`src/rtl/button_conditioner_pkg.sv`:
```
// Shared constants for the front-panel button conditioner: channel indices,
// repeat FSM encoding and a counter sizing helper.
package button_conditioner_pkg;

    localparam int NUM_BTN     = 6;

    localparam int BTN_ARRIBA  = 0;
    localparam int BTN_ABAJO   = 1;
    localparam int BTN_DERECHA = 2;
    localparam int BTN_IZQDA   = 3;
    localparam int BTN_CENTRO  = 4;
    localparam int BTN_ALSTOP  = 5;

    typedef enum logic [1:0] {
        IDLE   = 2'd0,
        DELAY  = 2'd1,
        REPEAT = 2'd2
    } rpt_state_t;

    function automatic int max3(input int a, input int b, input int c);
        int m;
        m = a;
        if (b > m) begin
            m = b;
        end else begin
            m = m;
        end
        if (c > m) begin
            m = c;
        end else begin
            m = m;
        end
        return m;
    endfunction

endpackage

```
`src/rtl/button_conditioner_if.sv`:
```
// Button bundle between the panel pins and the menu FSM: raw lines in,
// clean levels and press pulses out.
interface button_conditioner_if
    import button_conditioner_pkg::*;
#(
    parameter int N_BTN = NUM_BTN
);
    logic [N_BTN-1:0] btn_raw;
    logic [N_BTN-1:0] btn_level;
    logic [N_BTN-1:0] btn_press;
    logic             any_press;

    modport master (
        output btn_raw,
        input  btn_level,
        input  btn_press,
        input  any_press
    );

    modport slave (
        input  btn_raw,
        output btn_level,
        output btn_press,
        output any_press
    );
endinterface

```
`src/rtl/button_conditioner_channel.sv`:
```
// One button lane: 2-flop synchroniser, restartable debounce window,
// rising-edge press pulse and optional auto-repeat FSM.
module button_channel
    import button_conditioner_pkg::*;
#(
    parameter int DB_CYCLES    = 1000000,
    parameter int REPEAT_DELAY = 50000000,
    parameter int REPEAT_RATE  = 10000000,
    parameter bit RPT_EN       = 1'b0
) (
    input  logic CLK,
    input  logic RST,
    input  logic raw,
    output logic level,
    output logic press
);
    localparam int CW = $clog2(max3(DB_CYCLES, REPEAT_DELAY, REPEAT_RATE)) + 1;

    logic          sync1_r;
    logic          sync2_r;
    logic          stable_r;
    logic [CW-1:0] db_cnt_r;
    logic          press_r;
    rpt_state_t    state_r;
    logic [CW-1:0] rpt_cnt_r;

    logic          db_hit_s;
    logic          level_nxt_s;
    logic          rise_s;
    logic [CW-1:0] db_cnt_nxt_s;
    rpt_state_t    state_nxt_s;
    logic [CW-1:0] rpt_cnt_nxt_s;
    logic          rpt_pulse_s;
    logic          press_nxt_s;

    // Debounce: any return of synced to the stable value restarts the window.
    always_comb begin
        db_hit_s     = 1'b0;
        level_nxt_s  = stable_r;
        db_cnt_nxt_s = {CW{1'b0}};
        if (sync2_r != stable_r) begin
            if (db_cnt_r == CW'(DB_CYCLES - 1)) begin
                db_hit_s     = 1'b1;
                level_nxt_s  = sync2_r;
                db_cnt_nxt_s = {CW{1'b0}};
            end else begin
                db_cnt_nxt_s = db_cnt_r + CW'(1);
            end
        end else begin
            db_cnt_nxt_s = {CW{1'b0}};
        end
        rise_s = db_hit_s & sync2_r;
    end

    // Repeat FSM; judged on the level being committed this edge so a pulse
    // never coincides with a low level.
    always_comb begin
        state_nxt_s   = state_r;
        rpt_cnt_nxt_s = rpt_cnt_r;
        rpt_pulse_s   = 1'b0;
        if (!RPT_EN || !level_nxt_s) begin
            state_nxt_s   = IDLE;
            rpt_cnt_nxt_s = {CW{1'b0}};
        end else begin
            case (state_r)
                IDLE: begin
                    if (rise_s) begin
                        state_nxt_s   = DELAY;
                        rpt_cnt_nxt_s = {CW{1'b0}};
                    end else begin
                        state_nxt_s   = IDLE;
                    end
                end
                DELAY: begin
                    if (rpt_cnt_r == CW'(REPEAT_DELAY - 1)) begin
                        rpt_pulse_s   = 1'b1;
                        state_nxt_s   = REPEAT;
                        rpt_cnt_nxt_s = {CW{1'b0}};
                    end else begin
                        rpt_cnt_nxt_s = rpt_cnt_r + CW'(1);
                    end
                end
                REPEAT: begin
                    if (rpt_cnt_r == CW'(REPEAT_RATE - 1)) begin
                        rpt_pulse_s   = 1'b1;
                        rpt_cnt_nxt_s = {CW{1'b0}};
                    end else begin
                        rpt_cnt_nxt_s = rpt_cnt_r + CW'(1);
                    end
                end
                default: begin
                    state_nxt_s   = IDLE;
                    rpt_cnt_nxt_s = {CW{1'b0}};
                end
            endcase
        end
        press_nxt_s = rise_s | rpt_pulse_s;
    end

    // State registers for sync chain, debounce, FSM and the press output.
    always_ff @(posedge CLK or negedge RST) begin
        if (!RST) begin
            sync1_r   <= 1'b0;
            sync2_r   <= 1'b0;
            stable_r  <= 1'b0;
            db_cnt_r  <= {CW{1'b0}};
            press_r   <= 1'b0;
            state_r   <= IDLE;
            rpt_cnt_r <= {CW{1'b0}};
        end else begin
            sync1_r   <= raw;
            sync2_r   <= sync1_r;
            stable_r  <= level_nxt_s;
            db_cnt_r  <= db_cnt_nxt_s;
            press_r   <= press_nxt_s;
            state_r   <= state_nxt_s;
            rpt_cnt_r <= rpt_cnt_nxt_s;
        end
    end

    assign level = stable_r;
    assign press = press_r;

endmodule

```
`src/rtl/button_conditioner.sv`:
```
// Front-panel input stage: N_BTN independent conditioned channels plus an
// any-press summary for the menu FSM.
module button_conditioner
    import button_conditioner_pkg::*;
#(
    parameter int               N_BTN        = NUM_BTN,
    parameter int               DB_CYCLES    = 1000000,
    parameter int               REPEAT_DELAY = 50000000,
    parameter int               REPEAT_RATE  = 10000000,
    parameter logic [N_BTN-1:0] REPEAT_MASK  = 6'b000011
) (
    input  logic                 CLK,
    input  logic                 RST,
    button_conditioner_if.slave  bus
);
    logic [N_BTN-1:0] level_s;
    logic [N_BTN-1:0] press_s;

    for (genvar i = 0; i < N_BTN; i++) begin : g_ch
        button_channel #(
            .DB_CYCLES    (DB_CYCLES),
            .REPEAT_DELAY (REPEAT_DELAY),
            .REPEAT_RATE  (REPEAT_RATE),
            .RPT_EN       (REPEAT_MASK[i])
        ) u_ch (
            .CLK   (CLK),
            .RST   (RST),
            .raw   (bus.btn_raw[i]),
            .level (level_s[i]),
            .press (press_s[i])
        );
    end

    assign bus.btn_level = level_s;
    assign bus.btn_press = press_s;
    // Same-cycle summary, no arbitration between channels.
    assign bus.any_press = |press_s;

endmodule

```
`src/flat_wrapper.sv`:
```
// flat-port wrapper written by rule: the top's interface ports become plain ports
module button_conditioner_flat import button_conditioner_pkg::*;
#(
    parameter int               N_BTN        = NUM_BTN,
    parameter int               DB_CYCLES    = 1000000,
    parameter int               REPEAT_DELAY = 50000000,
    parameter int               REPEAT_RATE  = 10000000,
    parameter logic [N_BTN-1:0] REPEAT_MASK  = 6'b000011
)
  (CLK, RST, bus_btn_raw, bus_btn_level, bus_btn_press, bus_any_press);
  button_conditioner_if #(.N_BTN(N_BTN)) bus_i ();
  input  logic CLK;
  input  logic RST;
  input wire logic [$bits(bus_i.btn_raw)-1:0] bus_btn_raw;
  output wire logic [$bits(bus_i.btn_level)-1:0] bus_btn_level;
  output wire logic [$bits(bus_i.btn_press)-1:0] bus_btn_press;
  output wire logic [$bits(bus_i.any_press)-1:0] bus_any_press;
  assign bus_i.btn_raw = bus_btn_raw;
  assign bus_btn_level = bus_i.btn_level;
  assign bus_btn_press = bus_i.btn_press;
  assign bus_any_press = bus_i.any_press;
  button_conditioner #(.N_BTN(N_BTN), .DB_CYCLES(DB_CYCLES), .REPEAT_DELAY(REPEAT_DELAY), .REPEAT_RATE(REPEAT_RATE), .REPEAT_MASK(REPEAT_MASK)) u_core (.CLK(CLK), .RST(RST), .bus(bus_i));
endmodule
```
`config.mk`:
```
export PLATFORM = sky130hd
export DESIGN_NAME = button_conditioner_flat
export DESIGN_NICKNAME = d
export VERILOG_FILES = /design/src/rtl/button_conditioner_pkg.sv /design/src/rtl/button_conditioner_if.sv /design/src/rtl/button_conditioner_channel.sv /design/src/rtl/button_conditioner.sv /design/src/flat_wrapper.sv
export SDC_FILE = /design/constraint.sdc
export NUM_CORES = 1
export LEC_CHECK = 0
export ABC_AREA = 1
export ABC_CLOCK_PERIOD_IN_PS = 1800
export CORE_UTILIZATION = 40
export DETAILED_ROUTE_END_ITERATION = 7
export HOLD_SLACK_MARGIN = 0.15
export SLEW_MARGIN = 20
export SYNTH_ARGS = -nofsm -noshare
export SYNTH_HDL_FRONTEND = slang
export SYNTH_SLANG_ARGS = --single-unit
```
`constraint.sdc`:
```
create_clock -name CLK -period 1.8 [get_ports CLK]
set_input_delay 0.18 -clock CLK [delete_from_list [all_inputs] [get_ports CLK]]
set_output_delay 0.18 -clock CLK [all_outputs]
set_load 0.01 [all_outputs]
```
Yosys cells after proc, flatten, opt, wreduce, memory -nomap -nowiden
Cells that the tools add are included.

Bitwise logic cells: 8. Reduce and logical (&&, ||, !) cells: 9. Add/sub/neg operators: 8. Mux-type cells: 54. Eq/ne operators: 26.

Operator list (count): $mux W27 (20); $add A27 B1 Y27 const B (8); $eq A27 B20 Y1 const B (6); $pmux W27 S3 (2); $eq A27 B24 Y1 const B (2); $eq A27 B26 Y1 const B (2); $mux W1 (24); $ne A3 B3 Y1 const B (4); $pmux W2 S3 (2); $reduce_and A2 Y1 (6); $mux W2 (4); $and A1 B1 Y1 (6); $ne A1 B1 Y1 (6); $reduce_or A6 Y1 (1); $eq A2 B1 Y1 const B (2); $eq A2 B2 Y1 const B (2); $logic_not A2 Y1 (2); $ne A2 B2 Y1 const B (2); $pmux W1 S2 (2); $or A1 B1 Y1 (2).

Register bits: 244.

Logic depth before layout (Yosys ltp)
Gate-level depths: netlist of run 1.

Depth in word-level cells: 7. Depth in mapped cells: 14.

Cells and area by module
From an unflattened synthesis of run 1, not the netlist that was laid out.

Cells, all modules: 2246. Area total of the unflattened synthesis: 15651.3 µm².

By module, submodules not included: button_channel (u_core.g_ch[0].u_ch ...) (cells an instance 629, sequential area each 1501.4 µm², instances 2, area an instance 4254.1 µm²); button_channel (u_core.g_ch[2].u_ch ...) (cells an instance 246, sequential area each 775.7 µm², instances 4, area an instance 1781.7 µm²); button_conditioner (cells an instance 4, sequential area each 0.0 µm², instances 1, area an instance 16.3 µm²).

Least setup slack after synthesis of run 1
OpenSTA, ideal clock, no wires.

Path type: reg-to-reg. Start point: reg u_core.g_ch[1].u_ch.rpt_cnt_r[0]. End point: reg u_core.g_ch[1].u_ch.rpt_cnt_r[11]. Arrival: 1656 ps. Stages on the path, launching flop included: 14. Slack: 21 ps. Clock period less this slack: 1779 ps. Cells stage by stage: dfrtp_1 > ha_1 > nand3_1 > nor2_4 > nand2_1 > nor2_2 > nand3_1 > nand2_1 > nand2_2 > nand2_4 > nand2_8 > inv_4 > buf_12 > nor2_4.

Cells in the longest elaborated chain, start to end: 4. Elaborated cells on any way between the ends: 7. Those cells by class: add/sub (1); eq/ne (2); mux (4).

Ends and longest elaborated chain: start: declaration (RTL line button_conditioner_channel.sv:25) `logic [CW-1:0] rpt_cnt_r;`; start signal: assignment (RTL line button_conditioner_channel.sv:109) `rpt_cnt_r <= {CW{1'b0}};`; start signal: assignment (RTL line button_conditioner_channel.sv:117) `rpt_cnt_r <= rpt_cnt_nxt_s;`; $add A27 B1 Y27 (tied with other cells) (RTL line button_conditioner_channel.sv:80, button_conditioner_channel.sv:88); $mux W27, on equally long branches (RTL line button_conditioner_channel.sv:84, button_conditioner_channel.sv:75); $pmux W27 S3 * (RTL line button_conditioner_channel.sv:65) `case (state_r)`; $mux W27 * (RTL line button_conditioner_channel.sv:61) `if (!RPT_EN || !level_nxt_s) begin`.

Mark *: on every way between the ends. The rest lies on a longest branch, timed or not. A chain may end at the register's enable or synchronous reset.

Worst setup path in the final report of run 1
Start point: reg u_core.g_ch[0].u_ch.db_cnt_r[0]. End point: reg u_core.g_ch[0].u_ch.rpt_cnt_r[19].

Cells in the longest elaborated chain, start to end: 5. Elaborated cells on any way between the ends: 8. Those cells by class: eq/ne (2); mux (5); bitwise (1).

Ends and longest elaborated chain: start: declaration (RTL line button_conditioner_channel.sv:22) `logic [CW-1:0] db_cnt_r;`; start signal: assignment (RTL line button_conditioner_channel.sv:106) `db_cnt_r <= {CW{1'b0}};`; start signal: assignment (RTL line button_conditioner_channel.sv:114) `db_cnt_r <= db_cnt_nxt_s;`; $eq A27 B20 Y1 * (RTL line button_conditioner_channel.sv:42) `if (db_cnt_r == CW'(DB_CYCLES - 1)) begin`; $mux W1 (RTL line button_conditioner_channel.sv:42); $mux W1 (RTL line button_conditioner_channel.sv:41) `if (sync2_r != stable_r) begin`; $and A1 B1 Y1 (RTL line button_conditioner_channel.sv:52) `rise_s = db_hit_s & sync2_r;`; $ne A3 B3 Y1 (no source line); end signal: assignment (RTL line button_conditioner_channel.sv:109); end signal: assignment (RTL line button_conditioner_channel.sv:117); end: declaration (RTL line button_conditioner_channel.sv:25).

Marked as above.

==> results of run 1 <==
[power groups by stage]
stage	Combinational, µW	Sequential [µW]	Clock, µW
3_5_place_dp	360	5660	0
2_1_floorplan	115	5660	0
6_report	388	5570	5810
5_1_grt	441	5570	6250
4_1_cts	375	5560	6000
3_3_place_gp	357	5660	0
[cells by family after synthesis]
logic type,count (synthesis)
fa+ha+maj,16
compound gates,116
xor+xnor,82
flops,244
simple gates,1201
buf+inv,281
[layer usage]
metal	GRT usage	wire, µm	up-vias
met5	0	0	-
met1	0.272	17300	6401
met3	0.0274	1550	66
li1	-	-	6709
met2	0.310	17100	289
met4	0.0464	786	0
[stage by stage]
step                hold slack, ns  power (µW)  instance area (µm²)  setup slack, ns  setup TNS (ns)
floorplan                   -0.116        5770                14300           0.0206               0
global placement             0.117        6020                16100           0.0235               0
detailed placement           0.116        6020                16100          -0.0277          -0.203
CTS                          0.351       11900                17200          -0.0552         -0.0552
global route                 0.356       12300                18600           -0.131           -4.89
finish                       0.348       11800                18600          -0.0468          -0.153
[path summary, 6_finish.rpt]
kind                       cells past startpoint                            start                           endpoint
setup reg to reg                              12  u_core.g_ch[0].u_ch.db_cnt_r[0]  u_core.g_ch[0].u_ch.rpt_cnt_r[19]
hold reg to reg                                0      u_core.g_ch[3].u_ch.sync1_r        u_core.g_ch[3].u_ch.sync2_r
setup / recovery                              12  u_core.g_ch[0].u_ch.db_cnt_r[0]  u_core.g_ch[0].u_ch.rpt_cnt_r[19]
min in group asynchronous                      3                              RST   u_core.g_ch[4].u_ch.db_cnt_r[12]
max in group asynchronous                      4                              RST          u_core.g_ch[1].u_ch.press
hold / removal                                 0      u_core.g_ch[3].u_ch.sync1_r        u_core.g_ch[3].u_ch.sync2_r
[registers in the layout (all words and copies together) (netlist names)]
signal,flops
u_core.g_ch.u_ch.state_r,4
u_core.g_ch.u_ch.db_cnt_r,162
u_core.g_ch.u_ch.press,6
u_core.g_ch.u_ch.sync2_r,6
u_core.g_ch.u_ch.sync1_r,6
u_core.g_ch.u_ch.rpt_cnt_r,54
u_core.g_ch.u_ch.level,6
[repair_timing]
action                     CTS  global route
hold buffers                 8             0
buffers inserted             0            28
setup endpoints to repair   32           155
resized for setup           22           239
pin swaps                    0            70
hold endpoints to repair   250             0
cloned                       0            12
[final cells by class]
cell class	instances	area, µm²
Clock inverter	10	85.1
Multi-Input combinational cell	1416	7930
Fill cell	3340	16300
Timing Repair Buffer	212	2080
Tap cell	455	569
Sequential cell	244	6110
Clock buffer	43	868
Inverter	245	935
[critical path: cells and delay by family, from the launching register on]
kind / cells / cell delay, ns
buf+inv: 3 / 0.35
compound gates: 1 / 0.04
flops: 1 / 0.37
simple gates: 7 / 0.75
fa+ha+maj: 1 / 0.20
[cell usage in the layout (no fill, tap or decap), drive strengths merged, types with 2 or more instances in the layout]
cell type,netlist,layout
a21oi,57,57
inv,244,245
nand3,131,132
o21a,6,6
clkinv,1,8
nor3b,23,23
nand3b,6,6
ha,16,16
nor3,140,140
clkbuf,9,52
clkdlybuf4s50,0,15
xor2,65,65
o21bai,3,3
a31oi,10,10
nand2,449,449
a211oi,3,3
dfrtp,244,244
o21ai,32,32
a21boi,2,2
dlymetal6s2s,0,2
nor4,27,27
nand4,72,72
dlygate4sd3,0,8
and3,3,3
buf,27,177
nor2,346,346
xnor2,17,17
==> results.yml, run 1 <==
power_and_ir_drop:
  power_density_nw_per_um2: 633
  p_seq_frac: 0.473
  p_int_uw: 9140
  power_frac_comb: 0.033
  swShare: 0.224
  ir_worst_vdd_v: 0.000770
  leakagePower_uw: 0.00797
  power.net_switching_uw: 2630
  power_frac_clock: 0.494
global_route:
  overflow: 0
  grt_pass1_vias: 12500
  antenna_found_initial: 0
  grt_max_degree: 45
  grt_usage: 0.193
  grt_pass1_wl_um: 59000
worst_setup_path:
  critical-path-max-stage-delay_ns: 0.37
  path_cells: "ha_2, nand2_2, inv_2, nand3_2, nor2_4, nand3_4, nand2_8, buf_12, clkbuf_16, nand3_2, nand2_1, a21oi_1"
  path_max_fanout: 7
  crit_type: "flip-flop to flip-flop"
  r2r_slack_ns: -0.05
  worstSetupEndpointType: "flip-flop"
  slowest_stage: "dfrtp_1"
  start_kind: "flip-flop"
  crit_required_ns: 2.23
  critical_path.most_common_cell: "nand3_2"
  worstPathArrival_ns: 2.28
route:
  first_pass_iters: 5
  drc: 0
  vias_per_cell: 5.13
  wire_per_inst_um: 14.0
  routed_wl_um: 36800
  num_vias: 13500
  drtIter0Drc: 904
  postRouteAntennaNets: 0
yosys:
  syn_area_um2: 14300
  synth_simple_gate_area_frac: 0.384
  avgSynthCellArea_um2: 7.37
  synth_top_family_by_area: "simple AND/OR/NAND/NOR gates"
  synth_compound_area_frac: 0.0445
  synth.most_common_cell: "nand2_1"
  synth_area_leaders: "dfrtp_1 (43%), nand2_1 (11%), nor2_1 (8.5%)"
  ys.flop_type: "dfrtp_1"
  synthArstFlopShare: 1.00
  synth.area.mux_share: 0
  synthTopCellsByCount: "nand2_1 (438), nor2_1 (325), dfrtp_1 (244)"
  ys.warnings.count: 0
  ys_types: 49
  synth_nets: 1964
  synthAdderAreaFrac: 0.0140
  synth-seq-area-share: 0.427
  synth_top_area_frac: 0.427
  syn_inst: 1940
  synth_xor_area_frac: 0.0502
  yosys_register_bits: 244
  synth_edf_count: 0
  synth_top_area_cell: "dfrtp_1"
place:
  dp.cells: 2524
  post-dp-hpwl_um: 25400
  place.gp.congestion: 0.922
  io_buffers: 20
clock_network:
  root_buffer: "clkbuf_16"
  path_clk_slew_ns: 0.06
  htreeDepth: 1
  cts_made_buffers: 29
  clock-sinks: 244
  clockBufferDepth: 3
  tritoncts: "yes"
  insertion_delay_ns: 0.57
finish:
  instances_no_fill: 2625
  layout-area-overhead-vs-synth_pct: 29.9
  nets: 2172
  diodes: 0
  fin_util: 0.533
  drive_gt1_frac: 0.210
flow_run:
  maxCapViolations: 0
die:
  io_pins: 21
  die-area_um2: 36500
  die_w_um: 191
  fp-row-count: 68
  fp.coreArea_um2: 34900
  start_util: 0.410
  die_h_um: 191
sta:
  rsz0062_at_grt: "yes"
  hold_violations: 0
  finClkSkew_ns: 0.0208
  min_period_over_period: 1.03
  tightest_slew_ns: 0.464
  worst_slack_ns: -0.0468
  finalCriticalPeriod_ns: 1.85
  fmax_mhz: 541
  finalMaxSlewViolations: 0
  maxSlewHeadroom: 0.690
  setup_viol: 9
status:
  outcome: "finished with violations"
  violations: "negative setup slack"
min_path:
  hp-class: "flip-flop to flip-flop"
No activity file was read; power rests on OpenSTA's default activity.
==> inputs of run 2 (changes only) <==
Settings changed: ABC_AREA 1 to not set, CTS_BUF_LIST set to sky130_fd_sc_hd__clkbuf_16, SKIP_LAST_GASP set to 1.
==> run 2 against run 1 <==
  * The run still ends with negative setup slack left
  * Critical path depth fell by 4
  * Fmax fell by 19%
  * Area after synthesis fell by 14%
  * Worst setup slack got worse by 0.45 ns
  * Worst hold slack got worse by 0.17 ns
  * Sequential power barely moved
  * Die area fell by 14%
  * First-iteration DRC count fell by 54%
  * Count of clock-buffer cells in the layout fell by 14
  * Critical path type unchanged
  * Largest cell class unchanged
==> results.yml, run 2 <==
finish:
  largest-register: "u_core.g_ch.u_ch.db_cnt_r"
  largest_register_ffs: 162
  final_cell_mix: "buf_4 (289), dfrtp_1 (242), nor2_1 (165)"
  top_regs: "u_core.g_ch.u_ch.db_cnt_r (162), u_core.g_ch.u_ch.rpt_cnt_r (54)"
  nets: 1658
  drive_gt1_frac: 0.371
  layout-area-overhead-vs-synth_pct: 49.3
  diodes: 0
  design_area_um2: 18300
  layout_commonest_cell: "buf_4"
route:
  drtIter0Drc: 420
  first_pass_iters: 6
  num_vias: 10600
  postRouteAntennaNets: 0
  wire_per_inst_um: 15.2
  drc: 0
  routed_wl_um: 31100
  vias_per_cell: 5.19
clock_network:
  clockBufferDepth: 3
  tritoncts: "yes"
  cts_made_buffers: 29
  insertion_delay_ns: 0.55
  path_clk_slew_ns: 0.06
  htreeDepth: 1
  root_buffer: "clkbuf_16"
  clock-sinks: 244
global_route:
  grt_pass1_wl_um: 49900
  antenna_found_initial: 0
  grt_pass1_vias: 10700
  overflow: 0
  grt_max_degree: 65
  grt_usage: 0.191
die:
  die_w_um: 177
  start_util: 0.411
  fp.coreArea_um2: 29900
  io_pins: 21
  die-area_um2: 31400
  die_h_um: 177
  fp-row-count: 63
sta:
  holdWs_ns: 0.175
  finalCriticalPeriod_ns: 2.29
  fmax_mhz: 436
  hold_violations: 0
  rsz0062_at_grt: "yes"
  tightest_slew_ns: 0.534
  final.setup.tns_ns: -26.92
  worst_slack_ns: -0.493
  finClkSkew_ns: 0.0177
  finalMaxSlewViolations: 0
  min_period_over_period: 1.27
  maxSlewHeadroom: 0.644
  setup_viol: 108
yosys:
  synth_top_area_frac: 0.498
  syn_inst: 1275
  synth.most_common_cell: "dfrtp_1"
  avgSynthCellArea_um2: 9.62
  yosys_register_bits: 244
  syn_area_um2: 12300
  synth-seq-area-share: 0.498
  synthTopCellsByCount: "dfrtp_1 (244), nor2_1 (218), nand2_1 (99)"
  synth_top_area_cell: "dfrtp_1"
  ys_types: 61
  ys.warnings.count: 0
  synth_area_leaders: "dfrtp_1 (50%), nor2_1 (6.7%), xor2_1 (6.4%)"
  synth_nets: 1299
  synthArstFlopShare: 1.00
  synth_edf_count: 0
  ys.flop_type: "dfrtp_1"
worst_setup_path:
  worstPathArrival_ns: 2.78
  r2r-end: "u_core.g_ch[1].u_ch.rpt_cnt_r[14]"
  rr_worst_depth: 8
  crit_required_ns: 2.29
  worstSetupEndpointType: "flip-flop"
  r2r_slack_ns: -0.49
  path_max_fanout: 7
  crit_type: "flip-flop to flip-flop"
  r2r-start: "u_core.g_ch[1].u_ch.db_cnt_r[6]"
  start_kind: "flip-flop"
place:
  post-dp-hpwl_um: 19200
  place.gp.congestion: 0.807
  placed_area_um2: 15100
  io_buffers: 20
  pre_cts_ws_ns: -0.570
flow_run:
  maxCapViolations: 0
status:
  violations: "negative setup slack"
  outcome: "finished with violations"
power_and_ir_drop:
  leakagePower_uw: 0.00809
  finalPower_uw: 12700
  ir_worst_vdd_v: 0.000649
  power_density_nw_per_um2: 695
min_path:
  hp-class: "input pin to async pin"
## run 2: worst max-delay path by stage
stage / start / end / slack (ns) / cells past startpoint
5_1_grt: u_core.g_ch[1].u_ch.db_cnt_r[24] / u_core.g_ch[1].u_ch.rpt_cnt_r[8] / -0.58 / 8
6_report: u_core.g_ch[1].u_ch.db_cnt_r[6] / u_core.g_ch[1].u_ch.rpt_cnt_r[14] / -0.49 / 8
2_1_floorplan: u_core.g_ch[1].u_ch.rpt_cnt_r[13] / u_core.g_ch[1].u_ch.rpt_cnt_r[12] / -0.31 / 7
4_1_cts: u_core.g_ch[0].u_ch.rpt_cnt_r[8] / u_core.g_ch[0].u_ch.rpt_cnt_r[24] / -0.46 / 8
3_3_place_gp: u_core.g_ch[0].u_ch.db_cnt_r[21] / u_core.g_ch[0].u_ch.rpt_cnt_r[9] / -0.49 / 6
3_5_place_dp: u_core.g_ch[0].u_ch.db_cnt_r[11] / u_core.g_ch[0].u_ch.rpt_cnt_r[9] / -0.57 / 6
## run 2: worst max-delay path, cell delays in order (launching register included)
cell       delay [ns]
dfrtp_1          0.42
nor4_4           0.34
nand4_1          0.18
buf_4            0.17
or3_4            0.34
a2bb2oi_4        0.23
nor2b_4          0.25
clkbuf_16        0.18
a22o_1           0.13
## run 2: cell type report
| cell class | count | area [µm²] |
|---|---|---|
| clock buffers | 29 | 726 |
| clock inverters | 24 | 364 |
| well taps | 390 | 488 |
| multi-input cells | 964 | 7180 |
| flip-flops and latches | 244 | 6110 |
| repair buffers | 373 | 3360 |
| inverters | 22 | 82.6 |
| fillers | 2377 | 11600 |
## run 2: metal layers
layer  share of wire  GRT usage  vias up
li1                -          -     5210
met1            0.46      0.255     5207
met2            0.49      0.322      146
met3           0.032     0.0251       64
met4           0.024     0.0517        0
met5               0          0        -
## run 2: logic make-up (layout without fill, tap and decap cells)
kind of cell | Yosys count | count (layout) | synth area share
simple gates | 657 | 659 | 0.270
compound gates | 133 | 133 | 0.0765
flops | 244 | 244 | 0.498
fa+ha+maj | 16 | 16 | 0.0163
xor+xnor | 149 | 149 | 0.106
buf+inv | 69 | 448 | 0.0266
mux | 7 | 7 | 0.00612
## run 2: timing repair
action                                  4_1_cts  5_1_grt
resized for setup                            85      226
hold buffers                                  7        0
pin swaps                                    41      121
cloned                                        5        9
endpoints found under the setup margin      148      230
buffers inserted                             35       32
endpoints found under the hold margin       250        0
## run 2: stage by stage
| stage | std cells | util |
|---|---|---|
| CTS | 2016 | 0.569 |
| finish | 2046 | 0.613 |
| global route | 2046 | 0.613 |
| global placement | 1917 | 0.507 |
| detailed placement | 1917 | 0.507 |
| floorplan | 1275 | - |
## run 2: power by group
group | internal, µW | total (µW) | switching, µW
registers | 5530 | 5570 | 38.2
clock network | 4340 | 6660 | 2320
logic | 217 | 501 | 284
total | 10100 | 12700 | 2640
==> inputs of run 3 (changes only) <==
Settings changed: GPL_TIMING_DRIVEN set to 0.
==> run 3 against run 2 <==
  * The run still ends with negative setup slack left
  * Total power shrank 8.5%
  * Sequential cell count is the same
  * Count of clock-buffer cells in the layout is the same
  * Sequential power is essentially flat
  * Worst hold slack gained 0.0053 ns
==> results.yml, run 3 (same netlist as run 2, synthesis figures left out) <==
route:
  drc: 0
  postRouteAntennaNets: 0
  vias_per_cell: 5.37
  first_pass_iters: 5
  wl_met1_um: 13900
  met2_length_um: 14100
  num_vias: 10200
  wire_per_inst_um: 15.5
  drtIter0Drc: 560
  routed_wl_um: 29400
  wl_met3_um: 962
  route.top_layer_used: "met4"
status:
  outcome: "finished with violations"
  violations: "negative setup slack"
worst_setup_path:
  worstSetupEndpointType: "flip-flop"
  start_kind: "flip-flop"
  critPathTopFamily: "compound AO/OA/AOI/OAI gates"
  crit_buf_inv: 1
  critical-path-max-stage-delay_ns: 0.44
  path_max_fanout: 7
  crit_required_ns: 2.23
  slowest_stage: "o41a_1"
  path_cells: "ha_2, and3_4, nand4_1, o41a_1, o221ai_4, nor2_4, buf_6, a22o_1"
  worstPathArrival_ns: 2.73
  crit_type: "flip-flop to flip-flop"
clock_network:
  root_buffer: "clkbuf_16"
  path_clk_slew_ns: 0.06
  insertion_delay_ns: 0.54
  tritoncts: "yes"
  cts_made_buffers: 29
  htreeDepth: 1
  clockBufferDepth: 3
  clock-sinks: 244
sta:
  final.setup.tns_ns: -24.20
  hold_violations: 0
  setup_viol: 98
  tightest_slew_ns: 0.463
  finalCriticalPeriod_ns: 2.30
  finalMaxSlewViolations: 0
  holdWs_ns: 0.181
  worst_slack_ns: -0.501
  maxSlewHeadroom: 0.690
  min_period_over_period: 1.28
  rsz0062_at_grt: "yes"
  fmax_mhz: 435
  finClkSkew_ns: 0.0176
finish:
  largest_register_ffs: 162
  multiInputGateArea_um2: 7440
  largest-register: "u_core.g_ch.u_ch.db_cnt_r"
  nets: 1507
  seq_area_um2: 6140
  layout-area-overhead-vs-synth_pct: 40.1
  layout_commonest_cell: "dfrtp_1"
  final_cell_mix: "dfrtp_1 (218), nor2_1 (152), buf_4 (137)"
  diodes: 0
  fillCellCount: 2479
  drive_gt1_frac: 0.331
  top_regs: "u_core.g_ch.u_ch.db_cnt_r (162), u_core.g_ch.u_ch.rpt_cnt_r (54)"
  instances_no_fill: 1893
global_route:
  grt_usage: 0.181
  overflow: 0
  grt_pass1_wl_um: 47300
  grt_pass1_vias: 9627
  antenna_found_initial: 0
  grt_max_degree: 81
power_and_ir_drop:
  leakagePower_uw: 0.00735
  ir_worst_vdd_v: 0.000780
  power_density_nw_per_um2: 678
die:
  start_util: 0.411
  die_w_um: 177
  die-area_um2: 31400
  die_h_um: 177
  fp.coreArea_um2: 29900
  fp-row-count: 63
  io_pins: 21
place:
  dp.cells: 1688
  io_buffers: 20
  post-dp-hpwl_um: 16800
  place.gp.congestion: 0.801
min_path:
  hp-class: "input pin to async pin"
flow_run:
  maxCapViolations: 0
[run 3: cell count changes in the layout (fill, tap and decap cells not counted), sizes merged]
cell,delta
dlygate4sd2,-1
clkinv,+2
buf,-148
bufinv,-7
clkdlybuf4s50,-1
inv,+3
clkbuf,-1
nor2,-1
dlymetal6s2s,+1
[run 3: metrics by stage]
| step | util | setup slack (ns) | power, µW | instance area, µm² |
|---|---|---|---|---|
| floorplan | - | -0.313 | 5770 | 12500 |
| global placement | 0.440 | -10.27 | 5950 | 13200 |
| detailed placement | 0.443 | -0.656 | 5970 | 13200 |
| CTS | 0.529 | -0.486 | 11700 | 15800 |
| global route | 0.575 | -0.607 | 12100 | 17200 |
| finish | 0.575 | -0.501 | 11700 | 17200 |
[run 3: area by class of cell]
type / count / share of cell area
Multi-Input combinational cell: 963 / 0.433
Sequential cell: 244 / 0.357
Timing Repair Buffer: 185 / 0.0981
Clock buffer: 29 / 0.0422
Tap cell: 390 / 0.0284
Buffer: 38 / 0.0263
Clock inverter: 22 / 0.0100
Inverter: 22 / 0.00481
[run 3: worst register-to-register path: cells and delay by family, from the launching register on]
kind | cells | cell delay (ns)
adder cells (fa/ha/maj) | 1 | 0.20
AO/OA/AOI/OAI | 3 | 1.01
buffers and inverters | 1 | 0.15
flip-flops | 1 | 0.38
AND/OR/NAND/NOR | 3 | 0.44
[run 3: repair_timing]
action	in CTS	in global routing
hold buffers	8	0
gates resized for setup	191	244
buffers inserted	97	52
gates cloned	10	4
hold endpoints to repair	118	0
pin swaps	71	111
setup endpoints to repair	229	221
[run 3: worst paths after layout]
| kind | start | to | slack [ns] | cells after the start |
|---|---|---|---|---|
| max | u_core.g_ch[0].u_ch.rpt_cnt_r[0] | u_core.g_ch[0].u_ch.rpt_cnt_r[11] | -0.50 | 8 |
| min | RST | u_core.g_ch[5].u_ch.press | 0.18 | 3 |
| min reg2reg | u_core.g_ch[4].u_ch.sync1_r | u_core.g_ch[4].u_ch.sync2_r | 0.35 | 0 |
| max in group asynchronous | RST | u_core.g_ch[0].u_ch.db_cnt_r[7] | 0.82 | 4 |
| max reg2reg | u_core.g_ch[0].u_ch.rpt_cnt_r[0] | u_core.g_ch[0].u_ch.rpt_cnt_r[11] | -0.50 | 8 |
| min in group CLK | u_core.g_ch[4].u_ch.sync1_r | u_core.g_ch[4].u_ch.sync2_r | 0.35 | 0 |
[run 3: layer usage]
metal,up-vias,GRT usage
met5,-,0
met2,138,0.291
met4,0,0.0449
met1,5088,0.256
met3,35,0.0251
li1,4901,-
[run 3: power breakdown]
| part | leakage, µW | internal, µW | switching (µW) |
|---|---|---|---|
| sequential | 0.00332 | 5530 | 49.5 |
| clock | 0.000467 | 3320 | 2270 |
| combinational | 0.00356 | 213 | 272 |
